==> src/rtl/param_mode_reg.sv <==
// Opcode-driven WIDTH-bit register: load, load-doubled, inc/dec, and a multi-cycle
// RUN counter, with wrap or saturate overflow policy and a sticky overflow flag.
module param_mode_reg #(
  parameter int WIDTH    = 8,
  parameter int STEP     = 1,
  parameter int SATURATE = 0
) (
  input  logic             clk,
  input  logic             rst,
  input  logic             en,
  input  logic [2:0]       op,
  input  logic [WIDTH-1:0] data_in,
  output logic [WIDTH-1:0] data_out,
  output logic             busy,
  output logic             done,
  output logic             ovf
);

  localparam logic [2:0] OP_HOLD   = 3'b000;
  localparam logic [2:0] OP_LOAD   = 3'b001;
  localparam logic [2:0] OP_LOADX2 = 3'b010;
  localparam logic [2:0] OP_INC    = 3'b011;
  localparam logic [2:0] OP_DEC    = 3'b100;
  localparam logic [2:0] OP_RUN    = 3'b101;
  localparam logic [2:0] OP_ABORT  = 3'b110;
  localparam logic [2:0] OP_CLRF   = 3'b111;

  localparam logic [WIDTH-1:0] ALL_ONES = '1;
  localparam logic [WIDTH-1:0] ONE      = WIDTH'(1);
  localparam logic [WIDTH-1:0] STEP_V   = WIDTH'(STEP);
  localparam bit               SAT      = (SATURATE != 0);

  // State is kept as a named register so checkers can bind to state_q directly.
  typedef enum logic {S_IDLE, S_RUN} state_t;

  state_t           state_q, state_d;
  logic [WIDTH-1:0] data_q, data_d;
  logic [WIDTH-1:0] cnt_q, cnt_d;
  logic             busy_q, busy_d;
  logic             done_q, done_d;
  logic             ovf_q, ovf_d;

  // One extra bit on each result carries the overflow/borrow out.
  logic [WIDTH:0] sum_step, sum_inc, diff_dec, dbl;
  logic           ovf_ev, clr_flag;

  assign sum_step = {1'b0, data_q} + {1'b0, STEP_V};
  assign sum_inc  = {1'b0, data_q} + {1'b0, ONE};
  assign diff_dec = {1'b0, data_q} - {1'b0, ONE};
  assign dbl      = {data_in, 1'b0};

  always_comb begin
    state_d  = state_q;
    data_d   = data_q;
    cnt_d    = cnt_q;
    done_d   = 1'b0;
    ovf_ev   = 1'b0;
    clr_flag = 1'b0;
    case (state_q)
      S_IDLE: begin
        if (en) begin
          case (op)
            OP_LOAD: data_d = data_in;
            OP_LOADX2: begin
              ovf_ev = dbl[WIDTH];
              data_d = (dbl[WIDTH] && SAT) ? ALL_ONES : dbl[WIDTH-1:0];
            end
            OP_INC: begin
              ovf_ev = sum_inc[WIDTH];
              data_d = (sum_inc[WIDTH] && SAT) ? ALL_ONES : sum_inc[WIDTH-1:0];
            end
            OP_DEC: begin
              ovf_ev = diff_dec[WIDTH];
              data_d = (diff_dec[WIDTH] && SAT) ? '0 : diff_dec[WIDTH-1:0];
            end
            OP_RUN: begin
              if (data_in == '0) begin
                done_d = 1'b1;
              end else begin
                state_d = S_RUN;
                cnt_d   = data_in;
              end
            end
            OP_CLRF: clr_flag = 1'b1;
            OP_HOLD, OP_ABORT: ;
            default: ;
          endcase
        end
      end
      S_RUN: begin
        if (en && op == OP_ABORT) begin
          state_d = S_IDLE;
          done_d  = 1'b1;
        end else begin
          ovf_ev = sum_step[WIDTH];
          data_d = (sum_step[WIDTH] && SAT) ? ALL_ONES : sum_step[WIDTH-1:0];
          cnt_d  = cnt_q - ONE;
          if (cnt_q == ONE) begin
            state_d = S_IDLE;
            done_d  = 1'b1;
          end
        end
      end
      default: state_d = S_IDLE;
    endcase
    busy_d = (state_d == S_RUN);
    ovf_d  = (ovf_q & ~clr_flag) | ovf_ev;
  end

  always_ff @(posedge clk or posedge rst) begin
    if (rst) begin
      state_q <= S_IDLE;
      data_q  <= '0;
      cnt_q   <= '0;
      busy_q  <= 1'b0;
      done_q  <= 1'b0;
      ovf_q   <= 1'b0;
    end else begin
      state_q <= state_d;
      data_q  <= data_d;
      cnt_q   <= cnt_d;
      busy_q  <= busy_d;
      done_q  <= done_d;
      ovf_q   <= ovf_d;
    end
  end

  assign data_out = data_q;
  assign busy     = busy_q;
  assign done     = done_q;
  assign ovf      = ovf_q;

endmodule

==> config.mk <==
export PLATFORM = sky130hd
export DESIGN_NAME = param_mode_reg
export DESIGN_NICKNAME = d
export VERILOG_FILES = /design/src/rtl/param_mode_reg.sv
export SDC_FILE = /design/constraint.sdc
export NUM_CORES = 1
export LEC_CHECK = 0
export BUFFER_PORTS_ARGS = -buffer_cell sky130_fd_sc_hd__buf_2
export CORE_MARGIN = 2
export CORE_UTILIZATION = 61
export CTS_BUF_LIST = sky130_fd_sc_hd__clkbuf_16
export CTS_CLUSTER_DIAMETER = 150
export CTS_CLUSTER_SIZE = 16
export DETAILED_ROUTE_END_ITERATION = 12
export PLACE_DENSITY = 0.87
export SYNTH_ARGS = -nofsm -noshare
export SYNTH_HDL_FRONTEND = slang
export SYNTH_SLANG_ARGS = --single-unit
==> constraint.sdc <==
create_clock -name clk -period 2.5 [get_ports clk]
set_input_delay 0 -clock clk [delete_from_list [all_inputs] [get_ports clk]]
set_output_delay 0 -clock clk [all_outputs]
set_load 0.02 [all_outputs]
**Yosys cells after proc, flatten, opt, wreduce, memory -nomap -nowiden**

Index checks and enable logic that the tools add are counted.

- Register bits after elaboration: 19
- Logic and storage cells: 57

- $add $sub $neg: 3
- Eq/ne operators: 13
- Muxes and demuxes: 28
- Bitwise operators: 4
- Reductions and logical operators: 4

Operator list:

| cell | number |
|---|---|
| $mux W8 | 6 |
| $pmux W8 S2 | 2 |
| $pmux W8 S4 | 1 |
| $mux W1 | 15 |
| $eq A3 B3 Y1 const B | 4 |
| $add A8 B1 Y9 const B | 1 |
| $sub A8 B1 Y9 const B | 1 |
| $eq A8 B1 Y1 const B | 1 |
| $logic_not A8 Y1 | 1 |
| $sub A8 B1 Y8 const B | 1 |
| $eq A3 B2 Y1 const B | 2 |
| $ne A2 B2 Y1 const B | 3 |
| $pmux W1 S2 | 3 |
| $ne A5 B1 Y1 const B | 1 |
| $reduce_and A4 Y1 | 1 |
| $eq A3 B1 Y1 const B | 1 |
| $pmux W1 S3 | 1 |
| $reduce_and A3 Y1 | 1 |
| $ne A2 B1 Y1 const B | 1 |
| $not A1 Y1 | 2 |
| $and A1 B1 Y1 | 1 |
| $logic_and A1 B1 Y1 | 1 |
| $or A1 B1 Y1 | 1 |

**Longest topological paths before layout**

Gate-level depths: netlist of the first run.

- Word-level depth: 7
- Gate-level depth with buffers: 7
- Depth with buffers taken out: 7

**Least setup slack after synthesis of the first run**

OpenSTA, ideal clock, no wires.

- Path type: register to register
- Start: register busy (netlist name)
- End: register data_q[5] (netlist: data_out[5])
- Arrival: 1.811 ns
- Required time: 2.434 ns
- Path slack: 0.623 ns
- Cell stages (with the launch flop): 7
- Buffers on the path: 1
- Period minus slack after synthesis: 1.877 ns
- Path through: dfrtp_1 -> buf_2 -> nor4_1 -> or4_4 -> or3_1 -> a21oi_1 -> a221o_1

RTL lines:

| element | RTL line | text |
|---|---|---|
| end signal, assigned | 120 | `data_q <= data_d;` |
| end, declared | 37 | `logic [WIDTH-1:0] data_q, data_d;` |

==> impl_metrics.tcl, run 1 <==
set metrics [dict create \
    cp.arrival_ns 2.15 \
    pwr-share-seq_pct 36.1 \
    max_freq_ghz 0.509 \
    ys_seq_elements 19 \
    final_common_cell "nand2_1" \
    synth_seq_area_share_pct 28.4 \
    synth-edff-count 0 \
    grt_pass1_wl_um 7810 \
    grt_max_degree 20 \
    synth-warning-count 0 \
    drv_cap 0 \
    io_pins 25 \
    drtIter0Drc 140 \
    die_h_um 56.4 \
    worst_pin_slew_ns 0.754 \
    cp.required_ns 2.69 \
    start_util_pct 65.7 \
    cts_tree "yes" \
    remaining_drc_errors 0 \
    vdd_drop_max_uv 829 \
    clkLatencyLatePin_ns 0.25 \
    p_switching_uw 887 \
    diodes 0 \
    cp-end-kind "flop" \
    netlist_instances 212 \
    antenna_found_initial 0 \
    fin_tns_setup_ns 0 \
    num_rows 18 \
    p_clk_share_pct 17.4 \
    synthArstFlopShare_pct 100 \
    hp-class "primary input to flop" \
    swShare_pct 46.0 \
    dp_hpwl_um 3180 \
    firstDrtPassIters 4 \
    gp_congestion 0.997 \
    clk_pin_slew_ns 0.06 \
    grt-ovfl-total 0 \
    total_power_uw 1930 \
    synth_top_area_cell "dfrtp_1" \
    synth.area.top_cells "dfrtp_1 28%, o21ai_0 6.0%, nand2_1 5.6%" \
    hold_violations 0 \
    cts-root-buf "clkbuf_16" \
    fp.dieW_um 56.4 \
    coreArea_mm2 0.00254 \
    post-route-period-util_pct 78.6 \
    power.leakage_uw 0.000820 \
    synth_top_area_share_pct 28.4 \
    ys_types 48 \
    finalMaxSlewViolations 0 \
    power_density_mw_per_mm2 1030 \
    power_frac_comb_pct 46.5 \
    slew_headroom_pct 49.7 \
    area_growth_pct 12.1 \
    dieArea_mm2 0.00318 \
    synthFlopType "dfrtp_1" \
    drive_gt1_share_pct 18.3 \
    setup_viol 0 \
    nNetsFinal 249 \
    syn-num-nets 230 \
    clkSinkCount 19 \
    io_buffers 24 \
    htreeDepth 1 \
    grt_pass1_vias 1640 \
    fin_skew_ns 0.00413 \
    status "completed" \
    cp_max_fo 13 \
    ant_nets 0 \
    rsz0062_at_grt "no" \
    cts_made_buffers 3 \
    path_class "flop to flop" \
    synth_area_per_cell_um2 7.88 \
    via_per_inst 6.93 \
    post_drt_wl_per_cell_um 17.7 \
    wl_um 4590 \
    max-clock-path-buffers 2 \
    intPower_uw 1040 \
    num_vias 1801 \
    critPathLaunchType "flop" \
    grt_util_all_layers_pct 31.0 \
    cts_resized 0 \
    fin_crit_ns 1.96 \
    final_cell_mix "25 x nand2_1, 24 x buf_2, 20 x o21ai_0, 19 x dfrtp_1, 12 x nor2_1" \
    syn_area_mm2 0.00167 \
]
[cells in the mapped netlist, types with 2 or more instances]
cell type and number:
a31oi_1 2, and4b_1 2, a221oi_1 3, mux2i_1 3, ha_1 4, o211ai_1 2, a21oi_1 11, a22o_1 4
o21ai_0 20, nand3b_1 2, nor3_1 10, xnor2_1 2, and3_1 3, xor2_1 5, dfrtp_1 19, and3b_1 2
nor4_1 4, a22oi_1 5, nand3_1 10, o31ai_1 2, buf_2 3, clkbuf_1 10, nand2_1 25, buf_6 2
a221o_1 2, nor3b_1 2, and4_1 2, inv_1 9, nand4_1 6, nor2b_1 2, nor2_1 12, o221a_2 6
[routing by layer]
| metal | up-vias | wire (µm) | GRT usage, % |
|---|---|---|---|
| li1 | 840 | - | - |
| met1 | 833 | 1970 | 44.8 |
| met2 | 122 | 2060 | 47.4 |
| met3 | 6 | 512 | 4.15 |
| met4 | 0 | 52 | 10.5 |
| met5 | - | 0 | 0 |
[power by group through the flow]
| stage | Clock, µW | Combinational [µW] | Sequential, µW |
|---|---|---|---|
| after CTS | 339 | 888 | 685 |
| final | 336 | 897 | 698 |
| after floorplan | 0 | 675 | 648 |
| after detailed placement | 0 | 878 | 685 |
| after global routing | 354 | 993 | 721 |
| after global placement | 0 | 846 | 672 |
[worst max-delay path: stages, from the launching register on]
cell,delay [ns]
dfrtp_1,0.36
buf_4,0.19
nor4_1,0.08
or4_4,0.63
or3_1,0.38
a21oi_1,0.13
a221o_1,0.14
[registers in the layout, summed over array words and instances, names as in the netlist]
register,count
busy,1
data_out,8
done,1
ovf,1
cnt_q,8
[repair_timing]
action	in CTS	in global routing
endpoints found under the setup margin	0	0
endpoints found under the hold margin	19	0
hold buffers	1	0
setup buffers	0	0
[final cells by class]
| cell class | count | area, µm² |
|---|---|---|
| sequential | 19 | 475 |
| clock buffer | 3 | 75.1 |
| clock inverter | 1 | 5.00 |
| inverter | 9 | 33.8 |
| fill | 192 | 671 |
| multi-input combinational | 169 | 1090 |
| tap | 30 | 37.5 |
| timing repair buffer | 29 | 160 |
[path summary, 6_finish.rpt]
check                      slack [ns]        from  cells after the start           to
setup / recovery                 0.54        busy                      6  data_out[5]
hold / removal                   0.09  data_in[3]                      2     cnt_q[3]
setup reg to reg                 0.54        busy                      6  data_out[5]
hold reg to reg                  0.50         ovf                      2          ovf
max in group asynchronous        1.59         rst                      3     cnt_q[0]
min in group asynchronous        0.43         rst                      3  data_out[2]
[cells by family (layout without fill, tap and decap cells)]
family                   count (synthesis)  count (layout)  synth area share [%]
XOR/XNOR                                 7               7                  3.67
adder cells (fa/ha/maj)                  4               4                  2.99
buffers and inverters                   24              42                  6.51
AO/OA/AOI/OAI                           66              66                  27.6
AND/OR/NAND/NOR                         88              88                  28.3
flip-flops                              19              19                  28.4
multiplexers                             4               4                  2.47
[through the flow]
step / hold slack (ns) / cells / setup slack, ns / cell area (µm²) / utilization (%)
final: 0.0915 / 260 / 0.535 / 1870 / 73.6
after global routing: 0.0947 / 260 / 0.457 / 1870 / 73.6
after CTS: 0.0857 / 260 / 0.556 / 1870 / 73.6
after detailed placement: 0.169 / 255 / 0.561 / 1780 / 70.1
after global placement: 0.153 / 255 / 0.643 / 1780 / 70.1
after floorplan: -0.0489 / 212 / 0.623 / 1670 / -
Note: power is estimated with default switching activity, not from simulation.
==> inputs of run 2 (changes only) <==
--- a/config.mk
+++ b/config.mk
@@ -7,12 +7,12 @@
 export LEC_CHECK = 0
 export BUFFER_PORTS_ARGS = -buffer_cell sky130_fd_sc_hd__buf_2
 export CORE_MARGIN = 2
-export CORE_UTILIZATION = 61
+export CORE_UTILIZATION = 57
 export CTS_BUF_LIST = sky130_fd_sc_hd__clkbuf_16
 export CTS_CLUSTER_DIAMETER = 150
 export CTS_CLUSTER_SIZE = 16
 export DETAILED_ROUTE_END_ITERATION = 12
-export PLACE_DENSITY = 0.87
+export PLACE_DENSITY = 0.82
 export SYNTH_ARGS = -nofsm -noshare
 export SYNTH_HDL_FRONTEND = slang
 export SYNTH_SLANG_ARGS = --single-unit
==> constraint.sdc (replaced) <==
create_clock -name clk -period 1.9 [get_ports clk]
set_input_delay 0 -clock clk [delete_from_list [all_inputs] [get_ports clk]]
set_output_delay 0 -clock clk [all_outputs]
set_load 0.02 [all_outputs]
==> run 2 against run 1 <==
Compared with the run above:
- total power increased by 37%
- global-route usage increased by 0.72 points
- cell area increased by 5.8%
- critical path depth decreased by 1
- sequential share of layout area decreased by 1.3 points
- clock skew decreased by 0.0017 ns
- combinational power increased by 52%
==> impl_metrics.tcl, run 2 (synthesized netlist as in run 1, its figures left out) <==
set metrics [dict create \
    multiInputGateArea_mm2 0.00109 \
    num_rows 19 \
    crit_family "simple AND/OR/NAND/NOR gates" \
    wl_um 4750 \
    dieArea_mm2 0.00338 \
    io_pins 25 \
    cts_tree "yes" \
    slew_headroom_pct 48.9 \
    antenna_found_initial 0 \
    pre_cts_ws_ns 0.0774 \
    diodes 0 \
    status "completed" \
    cp_max_fo 5 \
    area_growth_pct 18.6 \
    fin_crit_ns 1.82 \
    start_util_pct 60.1 \
    clkLatencyLatePin_ns 0.25 \
    fin_ws_ns 0.0812 \
    grt_pass1_wl_um 8180 \
    grt_pass1_vias 1681 \
    nNetsFinal 263 \
    cp-end-kind "flop" \
    vdd_drop_max_uv 1040 \
    dp_hpwl_um 3460 \
    cp.arrival_ns 2.01 \
    placed_cell_area_mm2 0.00188 \
    finalMaxSlewViolations 0 \
    final_common_cell "nand2_1" \
    max_freq_ghz 0.550 \
    drtIter0Drc 158 \
    clk_pin_slew_ns 0.06 \
    grt-ovfl-total 0 \
    post_drt_wl_per_cell_um 17.3 \
    num_vias 1856 \
    clkSinkCount 19 \
    path_class "flop to flop" \
    final_cell_mix "25 x nand2_1, 24 x buf_2, 20 x o21ai_0, 18 x dfrtp_1, 18 x buf_4" \
    setup_viol 0 \
    remaining_drc_errors 0 \
    drv_cap 0 \
    max_stage_delay_ns 0.56 \
    critPathBufInv 0 \
    worstPathCellList "and3b_1 > or4_4 > or3_1 > a21oi_1 > a221o_1" \
    intPower_uw 1460 \
    htreeDepth 1 \
    power_density_mw_per_mm2 1340 \
    pwr-share-seq_pct 32.1 \
    via_per_inst 6.75 \
    coreArea_mm2 0.00278 \
    worst_pin_slew_ns 0.766 \
    power_frac_comb_pct 51.3 \
    gp_congestion 0.948 \
    stdcell_area_mm2 0.00198 \
    cts_made_buffers 3 \
    critPathLaunchType "flop" \
    swShare_pct 44.8 \
    ant_nets 0 \
    io_buffers 24 \
    cp_slowest_cell "or4_4" \
    p_clk_share_pct 16.6 \
    p_switching_uw 1190 \
    power.leakage_uw 0.000889 \
    fp.dieW_um 58.2 \
    fin_skew_ns 0.00241 \
    total_power_uw 2650 \
    hold_violations 0 \
    die_h_um 58.2 \
    post-route-util_pct 71.3 \
    hp-class "primary input to flop" \
    cts-root-buf "clkbuf_16" \
    max-clock-path-buffers 2 \
    post-route-period-util_pct 95.7 \
    regArea_um2 477 \
    drive_gt1_share_pct 23.4 \
    grt_max_degree 20 \
    firstDrtPassIters 5 \
    n_fill_cell 220 \
    grt_util_all_layers_pct 31.7 \
    cp.required_ns 2.09 \
]
## run 2: cell types whose count changed in the layout (fill, tap and decap cells not counted)
cell,change
clkinv_2,-1
dfrtp_2,+1
dfrtp_1,-1
nand2b_1,-1
buf_4,+14
nand2b_2,+1
inv_1,+1
## run 2: power by group through the flow
stage | registers [µW] | clock network (µW) | logic [µW]
2_1_floorplan | 853 | 0 | 888
3_3_place_gp | 833 | 0 | 1300
3_5_place_dp | 847 | 0 | 1320
4_1_cts | 841 | 442 | 1330
5_1_grt | 887 | 456 | 1500
6_report | 850 | 441 | 1360
## run 2: path summary, 6_finish.rpt
check | cells past startpoint | end | slack, ns | startpoint
max in group asynchronous | 3 | data_out[0] | 0.95 | rst
max reg2reg | 5 | data_out[5] | 0.08 | busy
max | 5 | data_out[5] | 0.08 | busy
min reg2reg | 2 | ovf | 0.50 | ovf
min | 2 | cnt_q[2] | 0.09 | data_in[2]
min in group asynchronous | 3 | data_out[1] | 0.42 | rst
## run 2: layout make-up
class	count	share of cell area (%)
clock inverters	1	0.189
inverters	9	1.70
clock buffers	3	3.79
multi-input cells	169	55.0
flip-flops and latches	19	24.0
repair buffers	43	13.4
well taps	31	1.96
## run 2: metal layers
| layer | up-vias | track usage (%) | wire length (µm) |
|---|---|---|---|
| li1 | 872 | - | - |
| met1 | 843 | 46.0 | 2040 |
| met2 | 127 | 47.7 | 2110 |
| met3 | 14 | 3.13 | 467 |
| met4 | 0 | 14.0 | 137 |
| met5 | - | 0 | 0 |
## run 2: stage by stage
step / TNS (ns) / std cells / hold WS (ns)
6_report: 0 / 275 / 0.0916
3_3_place_gp: 0 / 269 / 0.173
5_1_grt: -0.00726 / 275 / 0.104
4_1_cts: 0 / 274 / 0.0847
3_5_place_dp: 0 / 269 / 0.176
2_1_floorplan: 0 / 212 / -0.0489
## run 2: timing repair
action                                 4_1_cts  5_1_grt
setup endpoints to repair                    0       11
endpoints found under the hold margin       19        0
hold buffers                                 1        0
setup buffers                                0        1
gates resized for setup                      0        2
## run 2: worst reg2reg max path, stage by stage, from the launching register on
cell and delay [ns]:
dfrtp_1 0.40, and3b_1 0.21, or4_4 0.56, or3_1 0.36, a21oi_1 0.13, a221o_1 0.12
==> inputs of run 3 (changes only) <==
--- a/config.mk
+++ b/config.mk
@@ -6,6 +6,7 @@
 export NUM_CORES = 1
 export LEC_CHECK = 0
 export BUFFER_PORTS_ARGS = -buffer_cell sky130_fd_sc_hd__buf_2
+export CORE_ASPECT_RATIO = 2
 export CORE_MARGIN = 2
 export CORE_UTILIZATION = 57
 export CTS_BUF_LIST = sky130_fd_sc_hd__clkbuf_16
==> run 3 against run 2 <==
Compared with the run above:
- non-clock buffer count grew 3
- hold slack worse by 0.0045 ns
- worst setup slack worse by 0.039 ns
- first-iteration DRC count shrank 45%
- via count increased by 0.97%
- cell area increased by 2.0%
- wire length is 10% higher
- sequential power fell by 2.7%
- sequential share of layout area fell by 0.52 points
- sequential cell count stayed put
- clock skew rose by 0.0021 ns
==> impl_metrics.tcl, run 3 (synthesized netlist as in run 1, its figures left out) <==
set metrics [dict create \
    status "completed" \
    power.leakage_uw 0.000914 \
    total_power_uw 2710 \
    wl_um 5240 \
    cts-root-buf "clkbuf_16" \
    max_freq_ghz 0.538 \
    gp_congestion 0.919 \
    hold_violations 0 \
    critPathLaunchType "flop" \
    post-route-period-util_pct 97.8 \
    diodes 0 \
    slew_headroom_pct 47.4 \
    num_vias 1874 \
    cp-end-kind "flop" \
    nNetsFinal 266 \
    setup_viol 0 \
    path_class "flop to flop" \
    ant_nets 0 \
    fin_crit_ns 1.86 \
    max-clock-path-buffers 2 \
    io_pins 25 \
    firstDrtPassIters 5 \
    post_drt_wl_per_cell_um 19.0 \
    crit_family "simple AND/OR/NAND/NOR gates" \
    cts_made_buffers 3 \
    r2r_cells 6 \
    via_per_inst 6.79 \
    finalMaxSlewViolations 0 \
    grt_max_degree 20 \
    clk_pin_slew_ns 0.06 \
    num_rows 27 \
    drtIter0Drc 87 \
    max_stage_delay_ns 0.58 \
    antenna_found_initial 0 \
    clkLatencyLatePin_ns 0.25 \
    cp_slowest_cell "or4_4" \
    cp.required_ns 2.09 \
    cts_tree "yes" \
    grt_pass1_wl_um 8320 \
    vdd_drop_max_uv 856 \
    htreeDepth 1 \
    drive_gt1_share_pct 25.1 \
    io_buffers 24 \
    fp.dieW_um 42.3 \
    hp-class "primary input to flop" \
    final_cell_mix "25 x nand2_1, 24 x buf_2, 20 x o21ai_0, 19 x dfrtp_1, 19 x buf_4" \
    min_path_cells 2 \
    start_util_pct 60.3 \
    remaining_drc_errors 0 \
    grt_pass1_vias 1817 \
    grt-ovfl-total 0 \
    post-route-util_pct 73.0 \
    critPathBufInv 1 \
    clkSinkCount 19 \
    final_common_cell "nand2_1" \
    fin_skew_ns 0.00448 \
    worstSetupPathDepth 6 \
    dieArea_mm2 0.00341 \
    area_growth_pct 21.0 \
    cp.arrival_ns 2.05 \
    drv_cap 0 \
    dp_hpwl_um 3890 \
    power_density_mw_per_mm2 1340 \
    cp_max_fo 6 \
    worst_pin_slew_ns 0.788 \
    worstPathCellList "buf_6 > nor2_2 > or4_4 > or3_1 > a21oi_1 > a221o_1" \
    grt_util_all_layers_pct 31.8 \
    die_h_um 80.6 \
    coreArea_mm2 0.00277 \
    reg2reg_slack_ns 0.04 \
]
-- run 3: worst reg2reg max path: stages (launching register included) --
cell	delay [ns]
dfrtp_1	0.41
buf_6	0.12
nor2_2	0.04
or4_4	0.58
or3_1	0.36
a21oi_1	0.15
a221o_1	0.12
-- run 3: final cells by class --
| type | count | area [µm²] |
|---|---|---|
| flip-flops and latches | 19 | 475 |
| fillers | 249 | 748 |
| well taps | 29 | 36.3 |
| clock inverters | 1 | 3.75 |
| clock buffers | 3 | 75.1 |
| repair buffers | 46 | 295 |
| multi-input cells | 169 | 1100 |
| inverters | 9 | 33.8 |
-- run 3: what timing repair did --
action	CTS	global route
hold buffers	1	0
endpoints found under the setup margin	0	10
buffers inserted	0	3
resized for setup	0	7
hold endpoints to repair	19	0
-- run 3: path summary, 6_finish.rpt --
kind                                  from           to
max in group asynchronous              rst  data_out[5]
worst max register to register        busy  data_out[5]
worst min-delay path            data_in[5]     cnt_q[5]
worst max-delay path                  busy  data_out[5]
worst min register to register         ovf          ovf
min in group asynchronous              rst  data_out[6]
-- run 3: where the power goes --
| part | internal [µW] | total, µW | switching (µW) |
|---|---|---|---|
| sequential | 579 | 827 | 248 |
| combinational | 627 | 1440 | 815 |
| clock | 280 | 440 | 160 |
| total | 1490 | 2710 | 1220 |
-- run 3: stage by stage --
stage	instances	hold WS (ns)	setup TNS, ns	setup slack [ns]	area [µm²]
global placement	268	0.156	0	0.101	1890
finish	276	0.0871	0	0.0423	2020
global route	276	0.0921	-0.0226	-0.0226	2020
CTS	273	0.0836	0	0.0202	1980
floorplan	212	-0.0489	0	0.0231	1670
detailed placement	268	0.167	0	0.0355	1890
-- run 3: metal layers --
layer	track usage (%)	up-vias	wire length, µm
met5	0	-	0
met4	20.0	0	325
met3	2.92	32	201
met2	61.7	90	2840
met1	30.3	880	1870
li1	-	872	-
